**src/rtl/fpu_seq_pkg.sv**
```systemverilog
// Shared types for the FPU command sequencer: opcodes, FSM states and the
// response record carried through the response FIFO.
package fpu_seq_pkg;

  typedef enum logic [1:0] {
    ADD = 2'd0,
    SUB = 2'd1,
    MUL = 2'd2,
    DIV = 2'd3
  } fpu_op_e;

  typedef enum logic [1:0] {
    IDLE   = 2'd0,
    SETTLE = 2'd1,
    WAIT   = 2'd2
  } seq_state_e;

  typedef struct packed {
    logic [63:0] data;
    logic [3:0]  tag;
    logic        sp_dp;
    logic        overflow;
    logic        underflow;
    logic        timeout;
  } fpu_rsp_t;

  // Single-precision results are zero-extended into the 64-bit response word.
  function automatic logic [63:0] select_result(input logic        sp_dp,
                                                input logic [31:0] res_sp,
                                                input logic [63:0] res_dp);
    select_result = sp_dp ? res_dp : {32'h0000_0000, res_sp};
  endfunction

endpackage

```
**src/rtl/fpu_rsp_fifo.sv**
```systemverilog
// Two-entry response FIFO; the head entry is presented directly from storage
// flops so every rsp_* output is register-driven.
module fpu_rsp_fifo
  import fpu_seq_pkg::*;
(
  input  logic     clk,
  input  logic     rst_n,
  input  logic     push,
  input  fpu_rsp_t push_data,
  input  logic     pop,
  output fpu_rsp_t head,
  output logic     empty,
  output logic     full
);

  fpu_rsp_t   mem_q [2];
  fpu_rsp_t   mem_d [2];
  logic       wr_ptr_q, wr_ptr_d;
  logic       rd_ptr_q, rd_ptr_d;
  logic [1:0] count_q, count_d;
  logic       do_pop_s;

  // Next-state for storage, pointers and occupancy.
  always_comb begin
    mem_d    = mem_q;
    do_pop_s = pop && (count_q != 2'd0);
    if (push) begin
      mem_d[wr_ptr_q] = push_data;
      wr_ptr_d        = ~wr_ptr_q;
    end else begin
      wr_ptr_d = wr_ptr_q;
    end
    if (do_pop_s) begin
      rd_ptr_d = ~rd_ptr_q;
    end else begin
      rd_ptr_d = rd_ptr_q;
    end
    case ({push, do_pop_s})
      2'b10:   count_d = count_q + 2'd1;
      2'b01:   count_d = count_q - 2'd1;
      default: count_d = count_q;
    endcase
  end

  // State registers.
  always_ff @(posedge clk or negedge rst_n) begin
    if (!rst_n) begin
      mem_q[0] <= '0;
      mem_q[1] <= '0;
      wr_ptr_q <= 1'b0;
      rd_ptr_q <= 1'b0;
      count_q  <= 2'd0;
    end else begin
      mem_q    <= mem_d;
      wr_ptr_q <= wr_ptr_d;
      rd_ptr_q <= rd_ptr_d;
      count_q  <= count_d;
    end
  end

  assign head  = mem_q[rd_ptr_q];
  assign empty = (count_q == 2'd0);
  assign full  = (count_q == 2'd2);

  fpu_rsp_fifo_chk u_chk (
    .clk   (clk),
    .rst_n (rst_n),
    .push  (push),
    .full  (full)
  );

endmodule

```
**src/rtl/fpu_rsp_fifo_chk.sv**
```systemverilog
// Protocol checker for the response FIFO: the sequencer's accept rule must
// never let a push land on a full buffer.
module fpu_rsp_fifo_chk (
  input logic clk,
  input logic rst_n,
  input logic push,
  input logic full
);

  // A push into a full FIFO would silently overwrite an undelivered response.
  no_push_when_full: assert property (@(posedge clk) disable iff (!rst_n) !(push && full));

endmodule

```
**src/rtl/fpu_cmd_sequencer.sv**
```systemverilog
// Sequences one FPU operation at a time: launches operands, masks stale ready
// for a settle window, waits (bounded) for the result and queues a response.
module fpu_cmd_sequencer
  import fpu_seq_pkg::*;
#(
  parameter int SETTLE_CYCLES  = 2,
  parameter int TIMEOUT_CYCLES = 64
) (
  input  logic        clk,
  input  logic        rst_n,
  input  logic        cmd_valid,
  output logic        cmd_ready,
  input  logic        cmd_sp_dp,
  input  logic [1:0]  cmd_op,
  input  logic [63:0] cmd_a,
  input  logic [63:0] cmd_b,
  input  logic [3:0]  cmd_tag,
  output logic        fpu_sp_dp,
  output logic [1:0]  fpu_opCode,
  output logic [31:0] fpu_a_sp,
  output logic [31:0] fpu_b_sp,
  output logic [63:0] fpu_a_dp,
  output logic [63:0] fpu_b_dp,
  input  logic [31:0] fpu_result_sp,
  input  logic [63:0] fpu_result_dp,
  input  logic        fpu_overflow,
  input  logic        fpu_underflow,
  input  logic        fpu_ready,
  output logic        rsp_valid,
  input  logic        rsp_ready,
  output logic [63:0] rsp_data,
  output logic [3:0]  rsp_tag,
  output logic        rsp_sp_dp,
  output logic        rsp_overflow,
  output logic        rsp_underflow,
  output logic        rsp_timeout,
  output logic [15:0] ops_done
);

  localparam logic [15:0] SETTLE_LAST  = 16'(SETTLE_CYCLES - 1);
  localparam logic [15:0] TIMEOUT_LAST = 16'(TIMEOUT_CYCLES - 1);

  seq_state_e  state_q, state_d;
  logic [15:0] cnt_q, cnt_d;
  logic [15:0] ops_done_q, ops_done_d;
  logic        sp_dp_q, sp_dp_d;
  fpu_op_e     op_q, op_d;
  logic [31:0] a_sp_q, a_sp_d, b_sp_q, b_sp_d;
  logic [63:0] a_dp_q, a_dp_d, b_dp_q, b_dp_d;
  logic [3:0]  tag_q, tag_d;
  logic        push_s, pop_s, fifo_empty_s, fifo_full_s;
  fpu_rsp_t    push_rsp_s, head_s;

  // rst_n gating keeps cmd_ready low throughout reset while IDLE is the reset state.
  assign cmd_ready = rst_n && (state_q == IDLE) && !fifo_full_s;
  assign pop_s     = rsp_valid && rsp_ready;

  // FSM next-state, operand launch and response formation.
  always_comb begin
    state_d    = state_q;
    cnt_d      = cnt_q;
    sp_dp_d    = sp_dp_q;
    op_d       = op_q;
    a_sp_d     = a_sp_q;
    b_sp_d     = b_sp_q;
    a_dp_d     = a_dp_q;
    b_dp_d     = b_dp_q;
    tag_d      = tag_q;
    push_s     = 1'b0;
    push_rsp_s = '0;
    case (state_q)
      IDLE: begin
        if (cmd_valid && cmd_ready) begin
          sp_dp_d = cmd_sp_dp;
          op_d    = fpu_op_e'(cmd_op);
          a_sp_d  = cmd_sp_dp ? 32'h0000_0000 : cmd_a[31:0];
          b_sp_d  = cmd_sp_dp ? 32'h0000_0000 : cmd_b[31:0];
          a_dp_d  = cmd_sp_dp ? cmd_a : 64'h0;
          b_dp_d  = cmd_sp_dp ? cmd_b : 64'h0;
          tag_d   = cmd_tag;
          cnt_d   = 16'd0;
          state_d = (SETTLE_CYCLES == 0) ? WAIT : SETTLE;
        end else begin
          state_d = IDLE;
        end
      end
      SETTLE: begin
        if (cnt_q == SETTLE_LAST) begin
          cnt_d   = 16'd0;
          state_d = WAIT;
        end else begin
          cnt_d = cnt_q + 16'd1;
        end
      end
      WAIT: begin
        push_rsp_s.tag   = tag_q;
        push_rsp_s.sp_dp = sp_dp_q;
        if (fpu_ready) begin
          push_s               = 1'b1;
          push_rsp_s.data      = select_result(sp_dp_q, fpu_result_sp, fpu_result_dp);
          push_rsp_s.overflow  = fpu_overflow;
          push_rsp_s.underflow = fpu_underflow;
          state_d              = IDLE;
        end else if (cnt_q == TIMEOUT_LAST) begin
          push_s             = 1'b1;
          push_rsp_s.timeout = 1'b1;
          state_d            = IDLE;
        end else begin
          cnt_d = cnt_q + 16'd1;
        end
      end
      default: begin
        state_d = IDLE;
        cnt_d   = 16'd0;
      end
    endcase
    if (push_s) begin
      ops_done_d = ops_done_q + 16'd1;
    end else begin
      ops_done_d = ops_done_q;
    end
  end

  // FSM and launch registers.
  always_ff @(posedge clk or negedge rst_n) begin
    if (!rst_n) begin
      state_q    <= IDLE;
      cnt_q      <= 16'd0;
      ops_done_q <= 16'd0;
      sp_dp_q    <= 1'b0;
      op_q       <= ADD;
      a_sp_q     <= 32'h0000_0000;
      b_sp_q     <= 32'h0000_0000;
      a_dp_q     <= 64'h0;
      b_dp_q     <= 64'h0;
      tag_q      <= 4'h0;
    end else begin
      state_q    <= state_d;
      cnt_q      <= cnt_d;
      ops_done_q <= ops_done_d;
      sp_dp_q    <= sp_dp_d;
      op_q       <= op_d;
      a_sp_q     <= a_sp_d;
      b_sp_q     <= b_sp_d;
      a_dp_q     <= a_dp_d;
      b_dp_q     <= b_dp_d;
      tag_q      <= tag_d;
    end
  end

  fpu_rsp_fifo u_fifo (
    .clk       (clk),
    .rst_n     (rst_n),
    .push      (push_s),
    .push_data (push_rsp_s),
    .pop       (pop_s),
    .head      (head_s),
    .empty     (fifo_empty_s),
    .full      (fifo_full_s)
  );

  assign fpu_sp_dp     = sp_dp_q;
  assign fpu_opCode    = op_q;
  assign fpu_a_sp      = a_sp_q;
  assign fpu_b_sp      = b_sp_q;
  assign fpu_a_dp      = a_dp_q;
  assign fpu_b_dp      = b_dp_q;
  assign rsp_valid     = !fifo_empty_s;
  assign rsp_data      = head_s.data;
  assign rsp_tag       = head_s.tag;
  assign rsp_sp_dp     = head_s.sp_dp;
  assign rsp_overflow  = head_s.overflow;
  assign rsp_underflow = head_s.underflow;
  assign rsp_timeout   = head_s.timeout;
  assign ops_done      = ops_done_q;

endmodule

```
**config.mk**
```make
export PLATFORM = sky130hd
export DESIGN_NAME = fpu_cmd_sequencer
export DESIGN_NICKNAME = d
export VERILOG_FILES = /design/src/rtl/fpu_seq_pkg.sv /design/src/rtl/fpu_rsp_fifo.sv /design/src/rtl/fpu_rsp_fifo_chk.sv /design/src/rtl/fpu_cmd_sequencer.sv
export SDC_FILE = /design/constraint.sdc
export NUM_CORES = 1
export LEC_CHECK = 0
export CORE_MARGIN = 3
export CORE_UTILIZATION = 40
export CTS_CLUSTER_SIZE = 16
export DETAILED_ROUTE_END_ITERATION = 7
export PLACE_DENSITY = 0.76
export SLEW_MARGIN = 20
export SYNTH_ARGS = -nofsm -noshare
export SYNTH_HDL_FRONTEND = slang
export SYNTH_SLANG_ARGS = --single-unit
```
**constraint.sdc**
```tcl
create_clock -name clk -period 2.77 [get_ports clk]
set_input_delay 0.831 -clock clk [delete_from_list [all_inputs] [get_ports clk]]
set_output_delay 0.831 -clock clk [all_outputs]
set_load 0.01 [all_outputs]
```
==> metrics.cfg <==
[drt]
drt_iter0_drc=829
dr.pass1.iters=5
drcViolationCount=0
top_layer=met5
wl_mm=50.2
vias_per_cell=5.18
ant_nets=0
vias=13400
met2_length_mm=24.2
wl_met3_mm=4.28
wire_per_inst_um=19.4
met1_length_mm=20.2

[global_routing]
grt_pass1_vias=13600
grt_usage_pct=22.6
grt-ovfl-total=0
grt_max_degree=141
antenna_found_initial=4
grt_pass1_wl_mm=78.8

[timing]
setup_viol=0
period_minus_slack_ns=2.72
worstMarginPinSlew_ns=0.809
slew_viol_final=0
rsz0062_at_grt=true
clock.fmax_ghz=0.367
finalCritPeriodShare_pct=98.4
setup_ws_ns=0.0452
slew_headroom_pct=46.0
finalClockSkew_ns=0.0200
finalHoldViolCount=0

[yosys]
yosysTopAreaCell=dfrtp_1
syn-cell-area_sq_mm=0.0163
synthTopCellsByArea=dfrtp_1 58%, nand2_1 7.9%, a22o_1 6.9%
yosysWarningCount=0
yosysMostFrequentCell=dfrtp_1
synthTopCellsByCount=381 x dfrtp_1, 345 x nand2_1, 195 x o21ai_0, 129 x a22o_1, 100 x clkbuf_1
synth_edf_count=0
ys_ff_latch=381
async_flop_share_pct=100
ys_seq_area_share_pct=58.4
synth_area_per_cell_sq_um=10.6
synth_top_area_share_pct=58.4
synthFlopType=dfrtp_1
synth_cells=1533
synth.net_count=1778
synth.distinct_cells=51

[worst_setup_path]
r2r-start=cnt_q[1]
end_kind=output pin
startpoint_type=register
crit_start=u_fifo.rd_ptr_q
crit_fanout=37
worstSetupPathType=register to output pin
cp.arrival_ns=1.89
ff2ff_setup_slack_ns=0.13
crit_required_ns=1.94

[clock_tree]
root_buffer=clkbuf_16
cts_buffers=43
insertion_delay_ns=0.55
clk_pin_slew_ns=0.06
cts_sinks=381
cts_tree=done
clock_path_buffers=3
cts_setup_buffers=0
h-tree-depth=2

[die]
die_y_um=208
fp.dieW_um=208
start_util_pct=40.8
rows=73
io_pins=523
core_sq_mm=0.0400
die-area_sq_mm=0.0432

[place]
routabilityCongestion=0.823
dp_hpwl_mm=35.8
portBuffers=522
dp.cells=2505
place_ws_ns=-0.0884

[pwr]
p_total_w=0.0218
ir_drop_mv=0.622
powerDensity_mw_per_mm2=923
leakage_nw=10.9

[cells_and_area]
finalNonFillerCells=2583
num-nets-final=2270
area_growth_pct=44.8
post-route-util_pct=59.1
final_layout_size_suffix_gt1_share_pct=10.3
num_antenna_cells=0

[job]
cap_violations=0

[status]
status=completed

[min_path]
min_from=ops_done[15]
hp-class=register to register

worst max-delay path: stages, from the launching register on:
cell	delay (ns)
dfrtp_2	0.41
buf_12	0.25
mux2_2	0.40
dlygate4sd2_1	0.29
power breakdown:
| part | switching (W) | internal [W] | leakage [nW] |
|---|---|---|---|
| registers | 0.000971 | 0.00727 | 5.08 |
| clock network | 0.00230 | 0.00344 | 0.705 |
| logic | 0.00370 | 0.00412 | 5.14 |
cell type report:
class,instances,area [sq um]
Clock buffer,60,1250
Clock inverter,18,184
Fill cell,3377,16400
Inverter,5,18.8
Multi-Input combinational cell,1029,6320
Sequential cell,381,9540
Tap cell,525,657
Timing Repair Buffer,565,5660
flip-flops by register name, indices dropped and copies added (netlist names):
register / flops
fpu_a_sp: 32
fpu_b_sp: 32
fpu_opCode: 2
fpu_a_dp: 64
cnt_q: 16
fpu_sp_dp: 1
u_fifo.count_q: 2
ops_done: 16
fpu_b_dp: 64
tag_q: 4
u_fifo.rd_ptr_q: 1
state_q: 2
u_fifo.wr_ptr_q: 1
u_fifo.mem_q: 144
worst paths after layout:
path	end	cells after the start
setup / recovery	rsp_data[42]	3
setup reg to reg	cnt_q[11]	7
hold / removal	ops_done[15]	1
hold reg to reg	ops_done[15]	1
max in group asynchronous	fpu_a_dp[14]	3
min in group asynchronous	u_fifo.mem_q[69]	2
routing by layer:
layer | vias up | GRT usage, %
li1 | 6284 | -
met1 | 6496 | 28.4
met2 | 518 | 37.6
met3 | 81 | 7.06
met4 | 6 | 7.25
met5 | - | 0
cell usage in the layout, fill, tap and decap left out, types with 6 or more instances in the layout:
cell type | synthesis | routed
a21oi_1 | 6 | 6
a22o_1 | 129 | 129
and3_1 | 11 | 10
buf_12 | 0 | 15
buf_4 | 1 | 29
clkbuf_1 | 100 | 8
clkbuf_16 | 0 | 45
clkbuf_8 | 0 | 7
clkdlybuf4s15_1 | 0 | 12
clkdlybuf4s50_1 | 0 | 447
clkinv_2 | 0 | 9
dfrtp_1 | 381 | 379
dlygate4sd2_1 | 0 | 61
ha_1 | 7 | 6
mux2_1 | 8 | 8
mux2_2 | 82 | 82
mux2i_1 | 33 | 33
nand2_1 | 345 | 344
nand2b_1 | 67 | 67
nand3_1 | 23 | 23
nand4_1 | 6 | 6
nor2_1 | 38 | 38
nor3_1 | 6 | 6
o21ai_0 | 195 | 195
o2bb2ai_1 | 6 | 6
xnor2_1 | 6 | 6
xor2_1 | 14 | 14
kinds of logic (layout without fill, tap and decap cells):
logic type	count (synthesis)	after routing	synth area share, %
and+or+nand+nor	523	523	14.3
buffers and inverters	123	648	2.95
xor gates and xnor gates	20	20	1.07
DFF	381	381	58.4
AOI/OAI and AO/OA	356	356	14.5
muxes	123	123	8.24
adders and majority gates	7	7	0.537
through the flow:
stage	hold slack (ns)	instance area, sq um	TNS [ns]
3_3_place_gp	0.459	22300	0
3_5_place_dp	0.469	22300	-0.0884
6_report	0.474	23600	0
4_1_cts	0.460	23600	0
5_1_grt	0.494	23600	-0.0536
2_1_floorplan	0.451	16300	0
repair_timing:
item,in CTS,in global routing
gates resized for setup,75,13
endpoints found under the hold margin,0,0
setup endpoints to repair,73,19
pin swaps,0,0
hold buffers,0,0
No activity file was read; power rests on OpenSTA's default activity.
